--- src/rtl/seq_detect_pkg.sv ---
// Shared definitions for the parametrised serial pattern detector.
package seq_detect_pkg;

    localparam logic [2:0] DEFAULT_PATTERN = 3'b101;

    typedef enum logic {
        MODE_NON_OVERLAP = 1'b0,
        MODE_OVERLAP     = 1'b1
    } match_mode_e;

    function automatic int unsigned state_width(input int unsigned pat_width);
        return $clog2(pat_width + 1);
    endfunction

endpackage

--- src/rtl/sat_counter.sv ---
// Saturating up-counter with synchronous clear that wins over increment.
module sat_counter #(
    parameter int unsigned WIDTH = 8
) (
    input  logic             clock,
    input  logic             reset,
    input  logic             clr,
    input  logic             inc,
    output logic [WIDTH-1:0] count
);

    always_ff @(posedge clock or negedge reset) begin
        if (!reset) begin
            count <= '0;
        end else if (clr) begin
            count <= '0;
        end else if (inc && (count != '1)) begin
            count <= count + 1'b1;
        end
    end

endmodule

--- src/rtl/seq_detect_n.sv ---
// Serial detector for a run-time programmable PAT_WIDTH-bit pattern with
// overlap control, valid qualification and a saturating match counter.
module seq_detect_n
    import seq_detect_pkg::*;
#(
    parameter int unsigned           PAT_WIDTH = 3,
    parameter logic [PAT_WIDTH-1:0]  PAT_RESET = DEFAULT_PATTERN,
    parameter int unsigned           CNT_WIDTH = 8,
    localparam int unsigned          SW        = state_width(PAT_WIDTH)
) (
    input  logic                 clock,
    input  logic                 reset,
    input  logic                 in,
    input  logic                 in_valid,
    input  logic                 overlap,
    input  logic                 cfg_load,
    input  logic [PAT_WIDTH-1:0] cfg_pattern,
    input  logic                 clr_count,
    output logic                 match,
    output logic [CNT_WIDTH-1:0] match_count,
    output logic [SW-1:0]        state_out
);

    localparam logic [SW-1:0] FULL = SW'(PAT_WIDTH);

    logic [PAT_WIDTH-1:0] pat;
    logic [PAT_WIDTH-1:0] hist;
    logic [SW-1:0]        fill;
    logic [PAT_WIDTH-1:0] hist_next;
    logic [SW-1:0]        fill_next;
    logic                 sample;
    logic                 hit;
    match_mode_e          mode;

    assign mode = match_mode_e'(overlap);

    always_comb begin
        sample    = in_valid && !cfg_load;
        hist_next = {hist[PAT_WIDTH-2:0], in};
        fill_next = (fill == FULL) ? fill : fill + 1'b1;
        hit       = sample && (fill_next == FULL) && (hist_next == pat);
    end

    // Non-overlapping mode keeps the history but demands PAT_WIDTH fresh bits.
    always_ff @(posedge clock or negedge reset) begin
        if (!reset) begin
            pat   <= PAT_RESET;
            hist  <= '0;
            fill  <= '0;
            match <= 1'b0;
        end else if (cfg_load) begin
            pat   <= cfg_pattern;
            hist  <= '0;
            fill  <= '0;
            match <= 1'b0;
        end else if (in_valid) begin
            hist  <= hist_next;
            fill  <= (hit && mode == MODE_NON_OVERLAP) ? '0 : fill_next;
            match <= hit;
        end else begin
            match <= 1'b0;
        end
    end

    sat_counter #(
        .WIDTH (CNT_WIDTH)
    ) u_count (
        .clock (clock),
        .reset (reset),
        .clr   (clr_count),
        .inc   (hit),
        .count (match_count)
    );

    assign state_out = fill;

endmodule

--- config.mk ---
export PLATFORM = sky130hd
export DESIGN_NAME = seq_detect_n
export DESIGN_NICKNAME = d
export VERILOG_FILES = /design/src/rtl/seq_detect_pkg.sv /design/src/rtl/sat_counter.sv /design/src/rtl/seq_detect_n.sv
export SDC_FILE = /design/constraint.sdc
export NUM_CORES = 1
export LEC_CHECK = 0
export BUFFER_PORTS_ARGS = -buffer_cell sky130_fd_sc_hd__buf_2
export CAP_MARGIN = 30
export CORE_MARGIN = 2
export CORE_UTILIZATION = 40
export CTS_CLUSTER_SIZE = 24
export DETAILED_ROUTE_END_ITERATION = 16
export PLACE_DENSITY = 0.68
export SLEW_MARGIN = 10
export SYNTH_ARGS = -nofsm -noshare
export SYNTH_HDL_FRONTEND = slang
export SYNTH_SLANG_ARGS = --single-unit
export TNS_END_PERCENT = 1
--- constraint.sdc ---
create_clock -name clock -period 4.4 [get_ports clock]
set_input_delay 0.88 -clock clock [delete_from_list [all_inputs] [get_ports clock]]
set_output_delay 0.88 -clock clock [all_outputs]
set_load 0.05 [all_outputs]
# == After elaboration in Yosys (flattened, before gate mapping) ==
# Index checks and enable logic that the tools add are counted.
# totals
mem_bits_ro,0
mem_count,0
reg_bits,16
latchBits,0
mem_bits_rw,0
in_bits,10
out_inout_bits,11
# op_classes
shifts,0
n_reduce_logical,8
eq_ne,4
muxes,10
magnitude_cmp,0
n_bitwise,1
addsub,2
div,0
mul,0
# ops
operator,count
8-bit 2-to-1 mux,2
2-bit 2-to-1 mux,6
"8-bit by 1-bit adder with 8-bit output, second input constant",1
"8-bit != test, second input constant",1
1-bit logical AND,5
"2-bit == test, second input constant",2
2-bit nonzero test,2
3-bit == test,1
"2-bit by 1-bit adder with 2-bit output, second input constant",1
1-bit 2-to-1 mux,2
1-bit logical NOT,1
1-bit NOT,1

# == Logic depth before layout (Yosys ltp) ==
# depth
word_depth,9
ltp_mapped,6
mapped_depth_nobuf,5

# == Hierarchy ==
# A second synthesis with hierarchy kept.
# hier_totals
cells_unflattened,78
hier_area_um2,848.3
# by_module_without_submodules
module,area_per_inst_um2,instances,cells_per_inst
sat_counter,464.2,1,49
seq_detect_n,384.1,1,29

# == Worst setup path before layout ==
# OpenSTA, ideal clock, no wires.
# synth_path
kind,input to register
start,input port cfg_load
end,register u_count.count[5]
path_stages,5
path_buffers,1
arrival_ns,2.001
setup_ns,0.125
slack_ns,2.274
cell_sequence,buf_6 > and3b_2 > nand4_4 > nor4_1 > mux2_2
# synth_between
elab_chain_len,6
# synth_rtl
element,line_no,rtl
start: declaration,seq_detect_n.sv:16,"input logic cfg_load,"
1-bit logical NOT,seq_detect_n.sv:38,sample = in_valid && !cfg_load;
1-bit logical AND,seq_detect_n.sv:38,
1-bit logical AND (2 in a row),seq_detect_n.sv:41,hit = sample && (fill_next == FULL) && (hist_next == pat);
1-bit logical AND,sat_counter.sv:17,end else if (inc && (count != '1)) begin
2-bit nonzero test (no source line),-,
end signal: assignment,sat_counter.sv:18,count <= count + 1'b1;
end: declaration,sat_counter.sv:9,output logic [WIDTH-1:0] count
# No other way between the ends.
# A chain may end at the register's enable or synchronous reset.

# == Worst setup path in the final report ==
# layout_path
start,input port cfg_load
end,register u_count.count[7]
# The elaborated chain is that of the path after synthesis.

==> flow_summary.rst <==
.. list-table::
   :header-rows: 1

   * - Metric
     - Value
   * - Outcome
     - finished, final reports clean
   * - Transition time of the tightest slew-check pin
     - 586 ps
   * - GRT Overall Usage
     - 14.4%
   * - Starting density of the core
     - 41.6%
   * - Number of failing hold endpoints at the final stage
     - 0
   * - Shortest clock period the worst path allows after layout
     - 2040 ps
   * - Area share of the largest cell type after synthesis
     - 43.3%
   * - Post-CTS resize count
     - 0
   * - Number of nets with antenna violations after detailed routing
     - 0
   * - Synthesized instance count
     - 74
   * - Final-stage net count
     - 106
   * - Critical Path RT
     - 4620 ps
   * - Drt first pass iters
     - 4
   * - Final core area utilization
     - 49.0%
   * - Clock insertion delay at the later pin of the skew report
     - 290 ps
   * - Maximum ir drop on the vdd rail
     - 0.224 mV
   * - TritonCTS clock tree
     - done
   * - Clock Tree Root
     - sky130_fd_sc_hd__clkbuf_4
   * - Die footprint
     - 2400 um2
   * - Max-cap viol count
     - 0
   * - Power density over cell area
     - 301 nW/um2
   * - Count of unique library cells instantiated by Yosys
     - 29
   * - Count of synthesis-stage warnings from yosys
     - 0
   * - Ratio of routed vias to standard cells
     - 5.35
   * - Starting DRC count in detailed routing
     - 13
   * - Number of clock sinks seen by CTS
     - 16
   * - Leading cell types by total area after synthesis
     - sky130_fd_sc_hd__dfrtp_1 (43%), sky130_fd_sc_hd__mux2_2 (7.0%), sky130_fd_sc_hd__dfstp_2 (6.5%)
   * - Remaining DRCs
     - 0
   * - XOR/XNOR Fraction of Synth Area
     - 3.25%
   * - Critical path capture point type
     - flip-flop
   * - Fin. max-slew vios
     - 0
   * - Pre-CTS WS
     - 2050 ps
   * - Horizontal die dimension
     - 49.0 um
   * - N_diodes
     - 0
   * - Max Root-Sink Buffers
     - 2
   * - Basic-gate share of the synthesized area counting and, or, nand and nor cells
     - 22.6%
   * - Count of buffers from port buffering
     - 20
   * - Design Power
     - 286 uW
   * - Setup WS post-layout
     - 2360 ps
   * - Worst setup skew after layout
     - 8.93 ps
   * - Final-layout setup total negative slack
     - 0 ps
   * - Crit start category
     - input pin
   * - Multiplexer share of the synthesized area
     - 9.44%
   * - Placement Rows
     - 16
   * - Number of synthesized register bits
     - 16
   * - Adder-Cell Fraction of Synth Area
     - 1.55%
   * - Setup Viol. Count Final
     - 0
   * - First-pass GRT wire length
     - 2650 um
   * - # Post-CTS Setup Buffers
     - 0
   * - Most used cells in the layout excluding fill and tap cells
     - sky130_fd_sc_hd__buf_2 (20), sky130_fd_sc_hd__dfrtp_1 (14), sky130_fd_sc_hd__nor2_1 (7), sky130_fd_sc_hd__a21oi_1 (7), sky130_fd_sc_hd__mux2_2 (5)
   * - Final worst-path cycle share
     - 46.3%
   * - Worst EP arrival
     - 2250 ps
   * - Critical-path cell with the highest stage delay
     - sky130_fd_sc_hd__or4_1
   * - Via count
     - 647
   * - Cell leakage power
     - 0.443 nW
   * - Area growth from synthesis to final layout
     - 17.8%
   * - Path type of the worst min-delay path
     - in2async
   * - Fmax
     - 0.491 GHz
   * - Number of hold buffers added after cts
     - 0
   * - Peak per-stage delay on the critical path
     - 560 ps
   * - Largest fanout on the critical path
     - 16
   * - Rel. slew slack
     - 60.8%
   * - RePlAce Congestion
     - 0.809
   * - Maximum number of pins on one net before global-route repair
     - 17
   * - Initial antenna violation count
     - 0
   * - Area leader, netlist
     - sky130_fd_sc_hd__dfrtp_1
   * - Crit Path Class
     - in2reg
   * - Total wirelength of the detailed-routed design
     - 1580 um
   * - Leading cell type in the layout, fill and taps excluded
     - sky130_fd_sc_hd__buf_2
   * - Syn_area_per_cell
     - 10.9 um2
   * - Proportion of layout cells with a drive suffix above 1
     - 35.1%
   * - Grt ovf
     - 0
   * - Area of the core
     - 1940 um2
   * - Area of the mapped netlist
     - 808 um2
   * - Area fraction in compound gates after synthesis
     - 9.60%
   * - Critical Path, Cell by Cell
     - buf_2, and3b_2, nand4_4, or4_1, a21oi_1
   * - Main combinational cell family by area after synthesis
     - simple AND/OR/NAND/NOR gates
   * - Post-synth net total
     - 85
   * - Final HPWL DP
     - 1110 um
   * - Total CTS buffers
     - 3
   * - Die Span Y
     - 49.0 um
   * - Sequential-to-total area share from yosys stat
     - 49.8%
   * - Setup repair after global routing missed its margin
     - false
   * - Vias in the first global route
     - 593
   * - Depth of the CTS H-tree
     - 1
   * - Clock-pin slew on the worst setup and hold paths
     - 100 ps
   * - Detail-routed net length per standard cell
     - 13.1 um
   * - Io pins
     - 21
[state kept, by name, indices dropped and copies added (netlist names)]
register	flops
u_count.count	8
pat	3
hist	2
state_out	2
match	1
[routing by layer]
| metal | wire length (um) | up-vias | global-route usage (%) | part of all wire (%) |
|---|---|---|---|---|
| met5 | 0 | - | 0 | 0 |
| met3 | 67 | 4 | 4.29 | 4.2 |
| met1 | 746 | 312 | 19.3 | 47 |
| met2 | 743 | 16 | 21.2 | 47 |
| li1 | - | 315 | - | - |
| met4 | 22 | 0 | 7.14 | 1.4 |
[worst paths after layout]
kind                          start               end  slack (ps)  depth (start not counted)
min reg2reg                  pat[1]            pat[1]         540                          1
max reg2reg                  pat[2]  u_count.count[7]        2630                          4
min in group clock           pat[1]            pat[1]         540                          1
max                        cfg_load  u_count.count[7]        2360                          5
max in group asynchronous     reset            pat[2]        3610                          1
min                           reset  u_count.count[7]         470                          1
[through the flow]
step	std cells	hold WS, ps	area [um2]
floorplan	74	502	808
global placement	117	519	916
detailed placement	117	528	916
CTS	121	488	952
global route	121	497	952
finish	121	475	952
[kinds of logic after synthesis]
family,after synthesis
DFF,16
xor gates and xnor gates,3
muxes,7
adders and majority gates,1
buffers and inverters,5
AOI/OAI and AO/OA,13
and+or+nand+nor,29
[synth_stat cells, drive strengths merged]
cell and instances:
o41ai 2, clkbuf 1, dfstp 2, nand2 2, o21ai 2, nor4 2, inv 1, a21oi 7
ha 1, o31ai 2, nand4 2, dfrtp 14, nor2 7, mux2 5, nor3 1, or4 4
nor2b 2, nand3 4, buf 3, xnor2 3, and3b 2, nor3b 1, or3 1, or3b 1
mux2i 2
[power breakdown]
group	switching, mW	internal (mW)	leakage [nW]
registers	0.00391	0.153	0.212
logic	0.0182	0.0117	0.210
clock network	0.0488	0.0504	0.0210
total	0.0709	0.216	0.443
[area by class of cell]
type,count,area (um2)
clock buffer,4,36.3
fill,187,990
inverter,1,3.75
multi-input combinational,53,375
sequential,16,403
tap,27,33.8
timing repair buffer,20,100
[worst max-delay path: cells and delay by family]
kind | cells | cell delay, ps
simple gates | 3 | 1020
compound gates | 1 | 200
buf+inv | 1 | 150
No activity file was read; power rests on OpenSTA's default activity.
